### config.mk
export PLATFORM = sky130hd
export DESIGN_NAME = accel_poll_ctrl_flat
export DESIGN_NICKNAME = d
export VERILOG_FILES = /design/src/rtl/accel_poll_ctrl_pkg.sv /design/src/rtl/accel_poll_ctrl_if.sv /design/src/rtl/accel_poll_timer.sv /design/src/rtl/accel_poll_ctrl.sv /design/src/flat_wrapper.sv
export SDC_FILE = /design/constraint.sdc
export NUM_CORES = 1
export LEC_CHECK = 0
export CORE_UTILIZATION = 50
export DETAILED_ROUTE_END_ITERATION = 12
export PLACE_DENSITY = 0.7
export SLEW_MARGIN = 40
export SYNTH_ARGS = -nofsm -noshare
export SYNTH_HDL_FRONTEND = slang
export SYNTH_SLANG_ARGS = --single-unit
### constraint.sdc
create_clock -name i2c_clk -period 2.65 [get_ports i2c_clk]
set_input_delay 0.53 -clock i2c_clk [delete_from_list [all_inputs] [get_ports i2c_clk]]
set_output_delay 0.53 -clock i2c_clk [all_outputs]
set_load 0.02 [all_outputs]
### src/rtl/accel_poll_ctrl_pkg.sv
// Shared types and BMA280 register constants for the accelerometer poll controller.
package accel_poll_ctrl_pkg;

    typedef enum logic [2:0] {
        IDLE,
        CFG_RANGE,
        CFG_BW,
        POLL_WAIT,
        RD_BYTE,
        PUBLISH,
        RECOVER
    } state_e;

    typedef enum logic [1:0] {
        ISSUE,
        WAIT_END,
        RELEASE
    } phase_e;

    localparam logic [7:0] BMA280_PMU_RANGE  = 8'h0F;
    localparam logic [7:0] BMA280_PMU_BW     = 8'h10;
    localparam logic [7:0] BMA280_ACCD_X_LSB = 8'h02;
    localparam logic [7:0] DEF_RANGE_VAL     = 8'h03;
    localparam logic [7:0] DEF_BW_VAL        = 8'h0C;

    localparam int NUM_DATA_BYTES = 6;

    typedef struct packed {
        logic       rd;
        logic [7:0] addr;
        logic [7:0] data;
    } txn_t;

    function automatic logic [7:0] byte_addr(input logic [7:0] base, input logic [2:0] idx);
        return base + {5'd0, idx};
    endfunction

    // LSB register carries the low 6 data bits in [7:2]; only those are kept.
    function automatic logic [13:0] axis_value(input logic [7:0] msb, input logic [5:0] lsb6);
        return {msb, lsb6};
    endfunction

endpackage

### src/rtl/accel_poll_ctrl_if.sv
// Request/complete handshake between the poll controller and the I2C master.
interface accel_poll_ctrl_if;
    logic       start_r_w;
    logic       r_w;
    logic [7:0] reg_addr;
    logic [7:0] data_write;
    logic [7:0] data_read;
    logic       end_r_w;

    modport master (
        output start_r_w, r_w, reg_addr, data_write,
        input  data_read, end_r_w
    );

    modport slave (
        input  start_r_w, r_w, reg_addr, data_write,
        output data_read, end_r_w
    );
endinterface

### src/rtl/accel_poll_timer.sv
// Poll period counter: load restarts a POLL_DIV-cycle countdown, expire pulses when it ends.
module accel_poll_timer #(
    parameter int POLL_DIV = 10400
) (
    input  logic clk,
    input  logic rst_n,
    input  logic load,
    output logic expire
);
    localparam int W = $clog2(POLL_DIV + 1);

    logic [W-1:0] cnt_q, cnt_d;

    always_comb begin
        cnt_d = cnt_q;
        if (load) begin
            cnt_d = W'(POLL_DIV);
        end else if (cnt_q != '0) begin
            cnt_d = cnt_q - W'(1);
        end
    end

    always_ff @(posedge clk or negedge rst_n) begin
        if (!rst_n) begin
            cnt_q <= '0;
        end else begin
            cnt_q <= cnt_d;
        end
    end

    assign expire = (cnt_q == W'(1));
endmodule

### src/rtl/accel_poll_ctrl.sv
// Configures a BMA280 over an I2C master, then periodically reads the six data
// registers and publishes coherent x/y/z samples.
module accel_poll_ctrl
    import accel_poll_ctrl_pkg::*;
#(
    parameter int         POLL_DIV  = 10400,
    parameter int         TIMEOUT   = 4095,
    parameter logic [7:0] RANGE_REG = BMA280_PMU_RANGE,
    parameter logic [7:0] RANGE_VAL = DEF_RANGE_VAL,
    parameter logic [7:0] BW_REG    = BMA280_PMU_BW,
    parameter logic [7:0] BW_VAL    = DEF_BW_VAL,
    parameter logic [7:0] DATA_BASE = BMA280_ACCD_X_LSB
) (
    input  logic                i2c_clk,
    input  logic                RSTn,
    input  logic                enable,
    accel_poll_ctrl_if.master   io,
    output logic signed [13:0]  accel_x,
    output logic signed [13:0]  accel_y,
    output logic signed [13:0]  accel_z,
    output logic                sample_valid,
    output logic                busy,
    output logic                error
);
    localparam int         TW       = $clog2(TIMEOUT + 1);
    localparam logic [2:0] LAST_IDX = 3'(NUM_DATA_BYTES - 1);

    state_e            state_q, state_d;
    phase_e            phase_q, phase_d;
    logic [2:0]        idx_q, idx_d;
    logic [TW-1:0]     tmo_q, tmo_d;
    logic              rec_q, rec_d;
    logic              due_q, due_d;
    logic              start_q, start_d, r_w_q, r_w_d;
    logic [7:0]        addr_q, addr_d, wdata_q, wdata_d;
    logic [2:0][5:0]   lsb_q, lsb_d;
    logic [2:0][7:0]   msb_q, msb_d;
    logic [13:0]       ax_q, ax_d, ay_q, ay_d, az_q, az_d;
    logic              valid_q, valid_d, busy_q, busy_d, error_q, error_d;
    logic              timer_load, poll_expire, issue;
    txn_t              txn;

    accel_poll_timer #(.POLL_DIV(POLL_DIV)) u_timer (
        .clk    (i2c_clk),
        .rst_n  (RSTn),
        .load   (timer_load),
        .expire (poll_expire)
    );

    always_comb begin
        state_d    = state_q;
        phase_d    = phase_q;
        idx_d      = idx_q;
        tmo_d      = tmo_q;
        rec_d      = rec_q;
        due_d      = due_q | poll_expire;
        start_d    = start_q;
        r_w_d      = r_w_q;
        addr_d     = addr_q;
        wdata_d    = wdata_q;
        lsb_d      = lsb_q;
        msb_d      = msb_q;
        ax_d       = ax_q;
        ay_d       = ay_q;
        az_d       = az_q;
        valid_d    = 1'b0;
        error_d    = error_q;
        timer_load = 1'b0;
        issue      = 1'b0;
        txn        = '0;

        case (state_q)
            IDLE: begin
                due_d = 1'b0;
                if (enable) begin
                    state_d = CFG_RANGE;
                    issue   = 1'b1;
                    txn     = '{rd: 1'b0, addr: RANGE_REG, data: RANGE_VAL};
                end
            end
            CFG_RANGE, CFG_BW, RD_BYTE: begin
                // Completion beats timeout when both land in the same cycle.
                if (phase_q == RELEASE) begin
                    if (!enable) begin
                        state_d = IDLE;
                    end else if (state_q == CFG_RANGE) begin
                        state_d = CFG_BW;
                        issue   = 1'b1;
                        txn     = '{rd: 1'b0, addr: BW_REG, data: BW_VAL};
                    end else if (state_q == CFG_BW) begin
                        state_d = POLL_WAIT;
                        due_d   = 1'b1;
                    end else if (idx_q == LAST_IDX) begin
                        state_d = PUBLISH;
                    end else begin
                        idx_d = idx_q + 3'd1;
                        issue = 1'b1;
                        txn   = '{rd: 1'b1, addr: byte_addr(DATA_BASE, idx_q + 3'd1), data: 8'h00};
                    end
                end else if (io.end_r_w) begin
                    start_d = 1'b0;
                    phase_d = RELEASE;
                    if (state_q == RD_BYTE) begin
                        if (idx_q[0]) msb_d[idx_q[2:1]] = io.data_read;
                        else          lsb_d[idx_q[2:1]] = io.data_read[7:2];
                    end
                end else if (tmo_q == TW'(TIMEOUT - 1)) begin
                    start_d = 1'b0;
                    error_d = 1'b1;
                    rec_d   = 1'b0;
                    state_d = RECOVER;
                end else begin
                    tmo_d   = tmo_q + TW'(1);
                    phase_d = WAIT_END;
                end
            end
            POLL_WAIT: begin
                if (!enable) begin
                    state_d = IDLE;
                end else if (due_q || poll_expire) begin
                    state_d    = RD_BYTE;
                    idx_d      = 3'd0;
                    due_d      = 1'b0;
                    timer_load = 1'b1;
                    issue      = 1'b1;
                    txn        = '{rd: 1'b1, addr: DATA_BASE, data: 8'h00};
                end
            end
            PUBLISH: begin
                ax_d    = axis_value(msb_q[0], lsb_q[0]);
                ay_d    = axis_value(msb_q[1], lsb_q[1]);
                az_d    = axis_value(msb_q[2], lsb_q[2]);
                valid_d = 1'b1;
                error_d = 1'b0;
                state_d = POLL_WAIT;
            end
            RECOVER: begin
                if (!rec_q) begin
                    rec_d = 1'b1;
                end else begin
                    rec_d = 1'b0;
                    if (enable) begin
                        state_d = CFG_RANGE;
                        issue   = 1'b1;
                        txn     = '{rd: 1'b0, addr: RANGE_REG, data: RANGE_VAL};
                    end else begin
                        state_d = IDLE;
                    end
                end
            end
            default: state_d = IDLE;
        endcase

        if (issue) begin
            start_d = 1'b1;
            phase_d = ISSUE;
            tmo_d   = '0;
            r_w_d   = txn.rd;
            addr_d  = txn.addr;
            wdata_d = txn.data;
        end

        busy_d = (state_d != IDLE);
    end

    always_ff @(posedge i2c_clk or negedge RSTn) begin
        if (!RSTn) begin
            state_q <= IDLE;
            phase_q <= ISSUE;
            idx_q   <= '0;
            tmo_q   <= '0;
            rec_q   <= 1'b0;
            due_q   <= 1'b0;
            start_q <= 1'b0;
            r_w_q   <= 1'b0;
            addr_q  <= '0;
            wdata_q <= '0;
            lsb_q   <= '0;
            msb_q   <= '0;
            ax_q    <= '0;
            ay_q    <= '0;
            az_q    <= '0;
            valid_q <= 1'b0;
            busy_q  <= 1'b0;
            error_q <= 1'b0;
        end else begin
            state_q <= state_d;
            phase_q <= phase_d;
            idx_q   <= idx_d;
            tmo_q   <= tmo_d;
            rec_q   <= rec_d;
            due_q   <= due_d;
            start_q <= start_d;
            r_w_q   <= r_w_d;
            addr_q  <= addr_d;
            wdata_q <= wdata_d;
            lsb_q   <= lsb_d;
            msb_q   <= msb_d;
            ax_q    <= ax_d;
            ay_q    <= ay_d;
            az_q    <= az_d;
            valid_q <= valid_d;
            busy_q  <= busy_d;
            error_q <= error_d;
        end
    end

    assign io.start_r_w  = start_q;
    assign io.r_w        = r_w_q;
    assign io.reg_addr   = addr_q;
    assign io.data_write = wdata_q;
    assign accel_x       = ax_q;
    assign accel_y       = ay_q;
    assign accel_z       = az_q;
    assign sample_valid  = valid_q;
    assign busy          = busy_q;
    assign error         = error_q;
endmodule

### src/flat_wrapper.sv
// flat-port wrapper written by rule: the top's interface ports become plain ports
module accel_poll_ctrl_flat import accel_poll_ctrl_pkg::*;
#(
    parameter int         POLL_DIV  = 10400,
    parameter int         TIMEOUT   = 4095,
    parameter logic [7:0] RANGE_REG = BMA280_PMU_RANGE,
    parameter logic [7:0] RANGE_VAL = DEF_RANGE_VAL,
    parameter logic [7:0] BW_REG    = BMA280_PMU_BW,
    parameter logic [7:0] BW_VAL    = DEF_BW_VAL,
    parameter logic [7:0] DATA_BASE = BMA280_ACCD_X_LSB
)
  (i2c_clk, RSTn, enable, accel_x, accel_y, accel_z, sample_valid, busy, error, io_start_r_w, io_r_w, io_reg_addr, io_data_write, io_data_read, io_end_r_w);
  accel_poll_ctrl_if io_i ();
  input  logic i2c_clk;
  input  logic RSTn;
  input  logic enable;
  output logic signed [13:0] accel_x;
  output logic signed [13:0] accel_y;
  output logic signed [13:0] accel_z;
  output logic sample_valid;
  output logic busy;
  output logic error;
  output wire logic [$bits(io_i.start_r_w)-1:0] io_start_r_w;
  output wire logic [$bits(io_i.r_w)-1:0] io_r_w;
  output wire logic [$bits(io_i.reg_addr)-1:0] io_reg_addr;
  output wire logic [$bits(io_i.data_write)-1:0] io_data_write;
  input wire logic [$bits(io_i.data_read)-1:0] io_data_read;
  input wire logic [$bits(io_i.end_r_w)-1:0] io_end_r_w;
  assign io_start_r_w = io_i.start_r_w;
  assign io_r_w = io_i.r_w;
  assign io_reg_addr = io_i.reg_addr;
  assign io_data_write = io_i.data_write;
  assign io_i.data_read = io_data_read;
  assign io_i.end_r_w = io_end_r_w;
  accel_poll_ctrl #(.POLL_DIV(POLL_DIV), .TIMEOUT(TIMEOUT), .RANGE_REG(RANGE_REG), .RANGE_VAL(RANGE_VAL), .BW_REG(BW_REG), .BW_VAL(BW_VAL), .DATA_BASE(DATA_BASE)) u_core (.i2c_clk(i2c_clk), .RSTn(RSTn), .enable(enable), .io(io_i), .accel_x(accel_x), .accel_y(accel_y), .accel_z(accel_z), .sample_valid(sample_valid), .busy(busy), .error(error));
endmodule
# == Word level (Yosys, flattened, before mapping) ==
# Cells that the tools add are included.
# totals
reg_bits,141
latch_bits,0
mem_bits_rw,0
rom_bits,0
in_bits,12
output_inout_bits,63
elab_cells,157
n_memories,0
# classes
addsub,4
multipliers,0
n_div,0
magnitude_cmp,2
n_eq_ne,24
shifts,0
muxes,81
bitwise,3
reduce_logical,20
# ops
cell,count
2-to-1 mux 17 bit,7
2-to-1 mux 12 bit,7
one-hot mux 17 bit (4 select lines),1
2-to-1 mux 3 bit,18
2-to-1 mux 1 bit,29
2-to-1 mux 14 bit,2
bitwise mux 24 bit,1
bitwise mux 18 bit,1
demux 8 bit (select 2 bit),1
one-hot mux 3 bit (5 select lines),1
"equality test 14 x 1 -> 1 bit, second input constant",1
"inequality test 2 bit, second input constant",7
nonzero test 14 bit,1
"subtractor 14 x 1 -> 14 bit, second input constant",1
"adder 12 x 1 -> 12 bit, second input constant",1
demux 6 bit (select 2 bit),1
"equality test 12 bit, second input constant",1
"equality test 3 bit, second input constant",4
"inequality test 2 x 1 -> 1 bit, second input constant",6
AND reduction 4 bit,3
2-to-1 mux 2 bit,5
AND reduction 5 bit,2
nonzero test 2 bit,5
2-to-1 mux 8 bit,1
other kinds (22),27

# == Logic depth before layout (Yosys ltp) ==
# depth
ltp_word,9
depth_mapped,8
mapped_depth_nobuf,7

# == By module ==
# From an unflattened synthesis, not the netlist that was laid out.
# unflattened
hier_cells,488
area_unflattened_um2,6030.8
# by_module_without_submodules
module,n_inst,cells_per_inst,area_per_inst_um2,seq_area_each_um2
accel_poll_ctrl,1,401,5213.8,2927.8
accel_poll_timer,1,87,817.0,350.3

# == Least setup slack after synthesis ==
# OpenSTA, ideal clock, no wires.
# synth_timing
path_type,reg2reg
start,register u_core.u_timer.cnt_q[1]
end,"register u_core.busy_q, in the netlist u_core.busy"
setup_ns,0.139
t_arrival_ns,2.247
t_required_ns,2.511
slack_ns,0.265
stages_incl_launch_ff,8
path_buffers,0
period_less_slack_ns,2.385
path_cell_list,dfrtp_1 > inv_1 > ha_1 > or4b_1 > nor4_4 > nor3_1 > or3_1 > or4_1
# synth_between
elab_chain_cells,6
# synth_lines
element,line,text
start: declaration,accel_poll_timer.sv:12,"logic [W-1:0] cnt_q, cnt_d;"
start signal: assignment,accel_poll_timer.sv:27,cnt_q <= cnt_d;
equality test 14 x 1 -> 1 bit,accel_poll_timer.sv:31,assign expire = (cnt_q == W'(1));
logical OR 1 bit,accel_poll_ctrl.sv:120,end else if (due_q || poll_expire) begin
2-to-1 mux 3 bit,accel_poll_ctrl.sv:120,
2-to-1 mux 3 bit,accel_poll_ctrl.sv:118,if (!enable) begin
one-hot mux 3 bit (5 select lines),accel_poll_ctrl.sv:72,case (state_q)
named net u_core.state_d[0],accel_poll_ctrl.sv:28,"state_e state_q, state_d;"
nonzero test 3 bit,accel_poll_ctrl.sv:163,busy_d = (state_d != IDLE);
named net u_core.busy_d,accel_poll_ctrl.sv:39,"logic valid_q, valid_d, busy_q, busy_d, error_q, error_d;"
end signal: assignment,accel_poll_ctrl.sv:203,busy_q <= busy_d;
end: declaration,accel_poll_ctrl.sv:39,
# The timed path passes the listed nets, and every way through them passes these cells.
# A chain may end at the register's enable or synchronous reset.

# == Final worst setup path ==
# Same ends and word-level chain as after synthesis.

==> results_dict.tcl <==
set metrics [dict create \
    status "finished, violations left" \
    violations "design-rule violations" \
    synth-edff-count 0 \
    synth_xor_area_share_pct 2.41 \
    p_per_area_mw_per_mm2 866 \
    die_w_um 110 \
    required_ns 2.93 \
    worstMarginPinSlew_ns 0.717 \
    p_total_mw 6.32 \
    syn_area_mm2 0.00582 \
    finalWorstSetupSlack_ns 0.183 \
    fillers 888 \
    antenna_found_initial 0 \
    min_period_ns 2.47 \
    fmax_mhz 405 \
    p_comb_share_pct 23.0 \
    max-vdd-ir-drop_v 0.000912 \
    multi_input_area_mm2 0.00237 \
    final-hold-violation-count 0 \
    hp-class "input pin to async pin" \
    crit_chain "inv_1 -> ha_1 -> or4b_1 -> nor4_4 -> nor3_1 -> or3_1 -> or4_1" \
    switching_power_mw 1.94 \
    cts.clk_slew.worst_paths_ns 0.06 \
    cpMaxStageDelayCell "or4_1" \
    viasPerCell 5.53 \
    cts_setup_buffers 0 \
    worstPathMaxFanout 4 \
    core_mm2 0.0114 \
    hpwl_mm 8.33 \
    clkLatencyLatePin_ns 0.42 \
    leakagePower_nw 3.39 \
    clkSinkCount 131 \
    cp_top_family "simple AND/OR/NAND/NOR gates" \
    grt_first_pass_wirelength_mm 19.8 \
    crit_buf_inv 1 \
    p_int_mw 4.39 \
    netlist_instances 480 \
    die_y_um 110 \
    synthSimpleGateAreaFrac_pct 12.9 \
    cts_resized 0 \
    layout_common_cells "dfrtp_1 (131), mux2_2 (84), clkdlybuf4s50_1 (66), nor2_1 (30), nand2_1 (26)" \
    ys.warnings.count 0 \
    ys_seq_area_share_pct 56.4 \
    drive_above_1_share_pct 24.2 \
    yosysTopAreaCell "dfrtp_1" \
    final.setup_skew_ns 0.00530 \
    ys_ff_latch 131 \
    setup-tns-final_ns 0 \
    synthFlopType "dfrtp_1" \
    synth_mux_area_share_pct 16.6 \
    arrival_ns 2.75 \
    cts_buffers 17 \
    drt_first_pass_iters 9 \
    grt_max_degree 57 \
    critPathLaunchType "register" \
    placed_cells 686 \
    synth_compound_area_share_pct 6.58 \
    cts_tree "built" \
    avgSynthCellArea_um2 12.1 \
    wl_per_cell_um 17.0 \
    ys_types 58 \
    port_buffers 67 \
    postRouteWirelength_mm 12.2 \
    initial_core_util_pct 51.1 \
    path_class "register to register" \
    ctsHoldBuffers 0 \
    slowest_delay_ns 0.53 \
    layout_commonest_cell "dfrtp_1" \
    clk_path_buf_depth 2 \
    synth_top_family_by_area "multiplexers" \
    overflow 0 \
    nNetsFinal 582 \
    setup_viol 0 \
    seq_area_mm2 0.00328 \
    synth.top_cells.by_area "dfrtp_1 (56%), mux2_2 (16%), xnor2_1 (2.0%), nor2_1 (1.9%), nand2_1 (1.7%)" \
    cp-end-kind "register" \
    rsz0062_at_grt "no" \
    place_congestion 0.940 \
    slew_violations 0 \
    swShare_pct 30.6 \
    place_ws_ns 0.0956 \
    num_vias 3971 \
    synth.top_cell.area_share_pct 56.4 \
    timing.final.crit_share_pct 93.1 \
    cts_root_buffer "clkbuf_16" \
    num_antenna_cells 0 \
    die_area_mm2 0.0121 \
    drcViolationCount 2 \
    synth_adder_area_share_pct 1.72 \
    antenna_left 0 \
    rows 39 \
    seqPwrFrac_pct 40.4 \
    drt-initial-drc-count 303 \
    layout.cells.non_filler 718 \
    pwr-share-clk_pct 36.6 \
    grt_usage_pct 22.3 \
    async_flop_share_pct 100 \
    syn_to_final_growth_pct 25.5 \
    cts_max_level 4 \
    io_pins 75 \
    maxCapViolCount 0 \
    grt_pass1_vias 3967 \
    relSlewSlack_pct 52.1 \
]
[Yosys cell counts (2+ instances only)]
master / count
a21oi_1: 9
nand4_1: 8
nor2b_1: 11
nand3_1: 13
nor4_1: 13
ha_1: 8
a211oi_1: 2
a21o_1: 2
nand2_1: 27
nand2b_1: 3
nor3b_1: 3
o211ai_1: 3
o31ai_1: 3
xor2_1: 3
mux2_2: 84
or2_2: 5
a221o_1: 3
inv_1: 14
clkbuf_1: 15
a31oi_1: 3
dfrtp_1: 131
nor2_1: 30
or4_1: 2
xnor2_1: 13
o21ai_0: 14
nor3_1: 9
or3_1: 8
mux2i_1: 2
buf_4: 10
[final timing paths]
path	start	cells past startpoint	slack (ns)	to
worst min-delay path	RSTn	1	0.11	u_core.accel_x[11]$_DFFE_PN0P_
worst max-delay path	u_core.u_timer.cnt_q[1]$_DFFE_PN0P_	7	0.18	u_core.busy$_DFF_PN0_
min in group i2c_clk	u_core.error$_DFFE_PN0P_	2	0.50	u_core.error$_DFFE_PN0P_
worst max register to register	u_core.u_timer.cnt_q[1]$_DFFE_PN0P_	7	0.18	u_core.busy$_DFF_PN0_
max in group asynchronous	RSTn	2	1.85	u_core.state_q[0]$_DFF_PN0_
worst min register to register	u_core.error$_DFFE_PN0P_	2	0.50	u_core.error$_DFFE_PN0P_
[cell families (layout without fill, tap and decap cells)]
kind of cell / after synthesis / after routing
buffers and inverters: 41 / 130
other: 1 / 7
xor gates and xnor gates: 16 / 16
DFF: 131 / 131
AOI/OAI and AO/OA: 56 / 56
adders and majority gates: 8 / 8
muxes: 86 / 86
and+or+nand+nor: 141 / 141
[power groups by stage]
stage          clock (mW)  combinational, mW  sequential (mW)
2_1_floorplan           0              0.929             2.56
3_3_place_gp            0               1.42             2.57
3_5_place_dp            0               1.45             2.58
4_1_cts              2.37               1.46             2.55
5_1_grt              2.45               1.61             2.60
6_report             2.31               1.46             2.55
[cell type report]
class,count,share of cell area (%)
flip-flops and latches,131,44.9
repair buffers,84,11.4
inverters,14,0.720
clock inverters,11,1.85
well taps,143,2.45
multi-input cells,314,32.5
clock buffers,21,6.17
[flip-flops by register name, summed over array words and instances, names as in the netlist, 4 cells and up]
| register | cells |
|---|---|
| u_core.accel_y | 14 |
| u_core.lsb_q | 18 |
| u_core.tmo_q | 12 |
| u_core.msb_q | 24 |
| u_core.io.reg_addr | 4 |
| u_core.u_timer.cnt_q | 14 |
| u_core.accel_z | 14 |
| u_core.accel_x | 14 |
[through the flow]
step                hold WS (ns)  util, %  area (µm²)
CTS                        0.126     64.2        7300
detailed placement         0.490     59.0        6710
floorplan                  0.234        -        5840
global placement           0.482     59.0        6710
global route               0.150     64.2        7300
finish                     0.109     64.2        7300
[layer usage]
metal,share of wire [%],vias to the layer above,wire length (µm),track usage [%]
met4,1.9,0,235,9.43
met2,49,99,5910,35.2
li1,-,1876,-,-
met3,3.7,19,452,5.87
met1,46,1977,5580,29.1
met5,0,-,0,0
(Power assumes the default switching activity.)
==> RTL edit: new RTL, same settings <==
Encoding of `phase_e`: now one-hot (3 bits for 3 values).
--- a/src/rtl/accel_poll_ctrl_pkg.sv
+++ b/src/rtl/accel_poll_ctrl_pkg.sv
@@ -12,8 +12,8 @@
     } state_e;
 
-    typedef enum logic [1:0] {
-        ISSUE,
-        WAIT_END,
-        RELEASE
+    typedef enum logic [2:0] {
+        ISSUE    = 3'b001,
+        WAIT_END = 3'b010,
+        RELEASE  = 3'b100
     } phase_e;
 
Check against the original RTL: no difference found for any inputs over 4 cycles, from zero or initial values and one cycle with RSTn low; so few cycles prove little.
==> RTL edit against the unedited design <==
The flow still finishes with violations (DRC); synthesized cell count is 1.9% lower; synthesized area increased by 2.2%; wire length grew 3.0%; critical path depth down 2; sequential power down 4%; utilization is 0.22 points higher; design area is 1.6% higher; power decreased by 4.5%; maximum frequency is 11% higher; global-route usage is 0.27 points lower; worst setup slack better by 250 ps; sequential cell count up 1; highest routed layer unchanged.
==> RTL edit: results (changes against the unedited design) <==
status=complete, but fails checks; failing checks=DRC; Worst Setup SP=u_core.u_timer.cnt_q[7]$_DFFE_PN0P_; met2 WL=6140 um (+3.8%); post-synthesis mux area share=0.163 (-0.00336); Final WS setup=431 ps (+248 ps); Leakage=3.46 nW (+2.0%); IO Port Bufs=67 (unchanged); gpl congestion=0.826 (-12%); pre-CTS setup slack=116 ps (+20.9 ps); grt met3 use=0.0683 (+0.00966); Slowest-stage cell, CP=nor4_2; HPWL after DPL=8510 um (+2.2%); R2R cell count=5 (-2); Max Clock Skew=4.33 ps (-0.971 ps); asr flop ratio synth=1.00 (unchanged); Layout fillers=861 (-3.0%); initial antenna violation count=0 (unchanged); TritonCTS Buffers=17 (unchanged); Final #Nets=576 (-1.0%); # Post-CTS Setup Buffers=0 (unchanged); Clock transition at path regs=60 ps (about the same); met1 WL=5470 um (-2.0%); First DRT Iteration DRCs=180 (-41%); xor/xnor cell area share of the yosys netlist=0.0309 (+0.00685); Crit path largest cell delay=500 ps (-30 ps); Via-to-Cell Ratio=5.62 (+1.7%); total iterations of the first detailed-routing run=9 (unchanged); Reg-to-Reg Start=u_core.u_timer.cnt_q[7]$_DFFE_PN0P_; first-pass GRT wire length=20900 um (+5.4%); Total Wirelength=12500 um (+3.0%); adder-cell share of the synthesized area=0.0168 (-0.000370); DRC=14 (+12); M1 GR Usage=0.286 (-0.00574); Worst Tran Pin Value=655 ps (-61.8 ps); Regs by FF count=u_core.msb_q x24, u_core.lsb_q x18; HP Class=in2async; Post-synth top cells=131 x dfrtp_1, 85 x mux2_2, 33 x nor2_1; vias in the first global route=4036 (+1.7%); met2 Use GR=0.351 (-0.00129); Clock Latency Late Sink=410 ps; most area-consuming cells after synthesis=dfrtp_1 55%, mux2_2 16%, nor2_1 2.1%, xor2_1 1.9%, nand2_1 1.8%; fraction of layout cells with a size suffix above 1=0.285 (+0.0430); critical-path maximum fanout=13 (+9); largest net degree at the start of global routing=54 (-5.3%); arrival time at the worst endpoint=2500 ps (-250 ps); Compound-Gate Fraction of Synth Area=0.0568 (-0.00899); Synth Flop Type=dfrtp_1; crit path capture=u_core.tmo_q[0]$_DFFE_PN0P_; met3 WL=752 um (+66%); CP top delay family=simple AND/OR/NAND/NOR gates; number of distinct library cells after synthesis=64 (+10%); peak supply drop=0.545 mV (-40%); H-tree levels=4 (unchanged); Reg2Reg Setup Slack=430 ps (+250 ps); Clock Tree Root=clkbuf_16; All-Layer GR Usage=0.221 (-0.00268); register area share after synthesis=0.556 (-0.00768)
## RTL edit: per-stage QoR
step / hold slack (ps) / total power, mW / util / cell area, sq um / instances
final: 91.3 / 6.04 / 0.644 / 7420 / 712
after global routing: 117 / 6.30 / 0.644 / 7420 / 712
after CTS: 105 / 6.07 / 0.644 / 7420 / 712
after detailed placement: 476 / 3.73 / 0.592 / 6820 / 680
after global placement: 467 / 3.70 / 0.592 / 6820 / 680
after floorplan: 234 / 3.32 / - / 5970 / 477
## RTL edit: final cells by class
type | instances | area (sq um) | area share
clock inverter | 12 | 129 | 0.0174
timing repair buffer | 86 | 848 | 0.114
tap | 143 | 179 | 0.0241
inverter | 10 | 37.5 | 0.00506
clock buffer | 20 | 467 | 0.0629
multi-input combinational | 309 | 2450 | 0.331
sequential | 132 | 3300 | 0.446
## RTL edit: power breakdown
part | internal [mW] | switching [mW]
Combinational | 0.523 | 0.732
Sequential | 2.23 | 0.224
Clock | 1.46 | 0.870
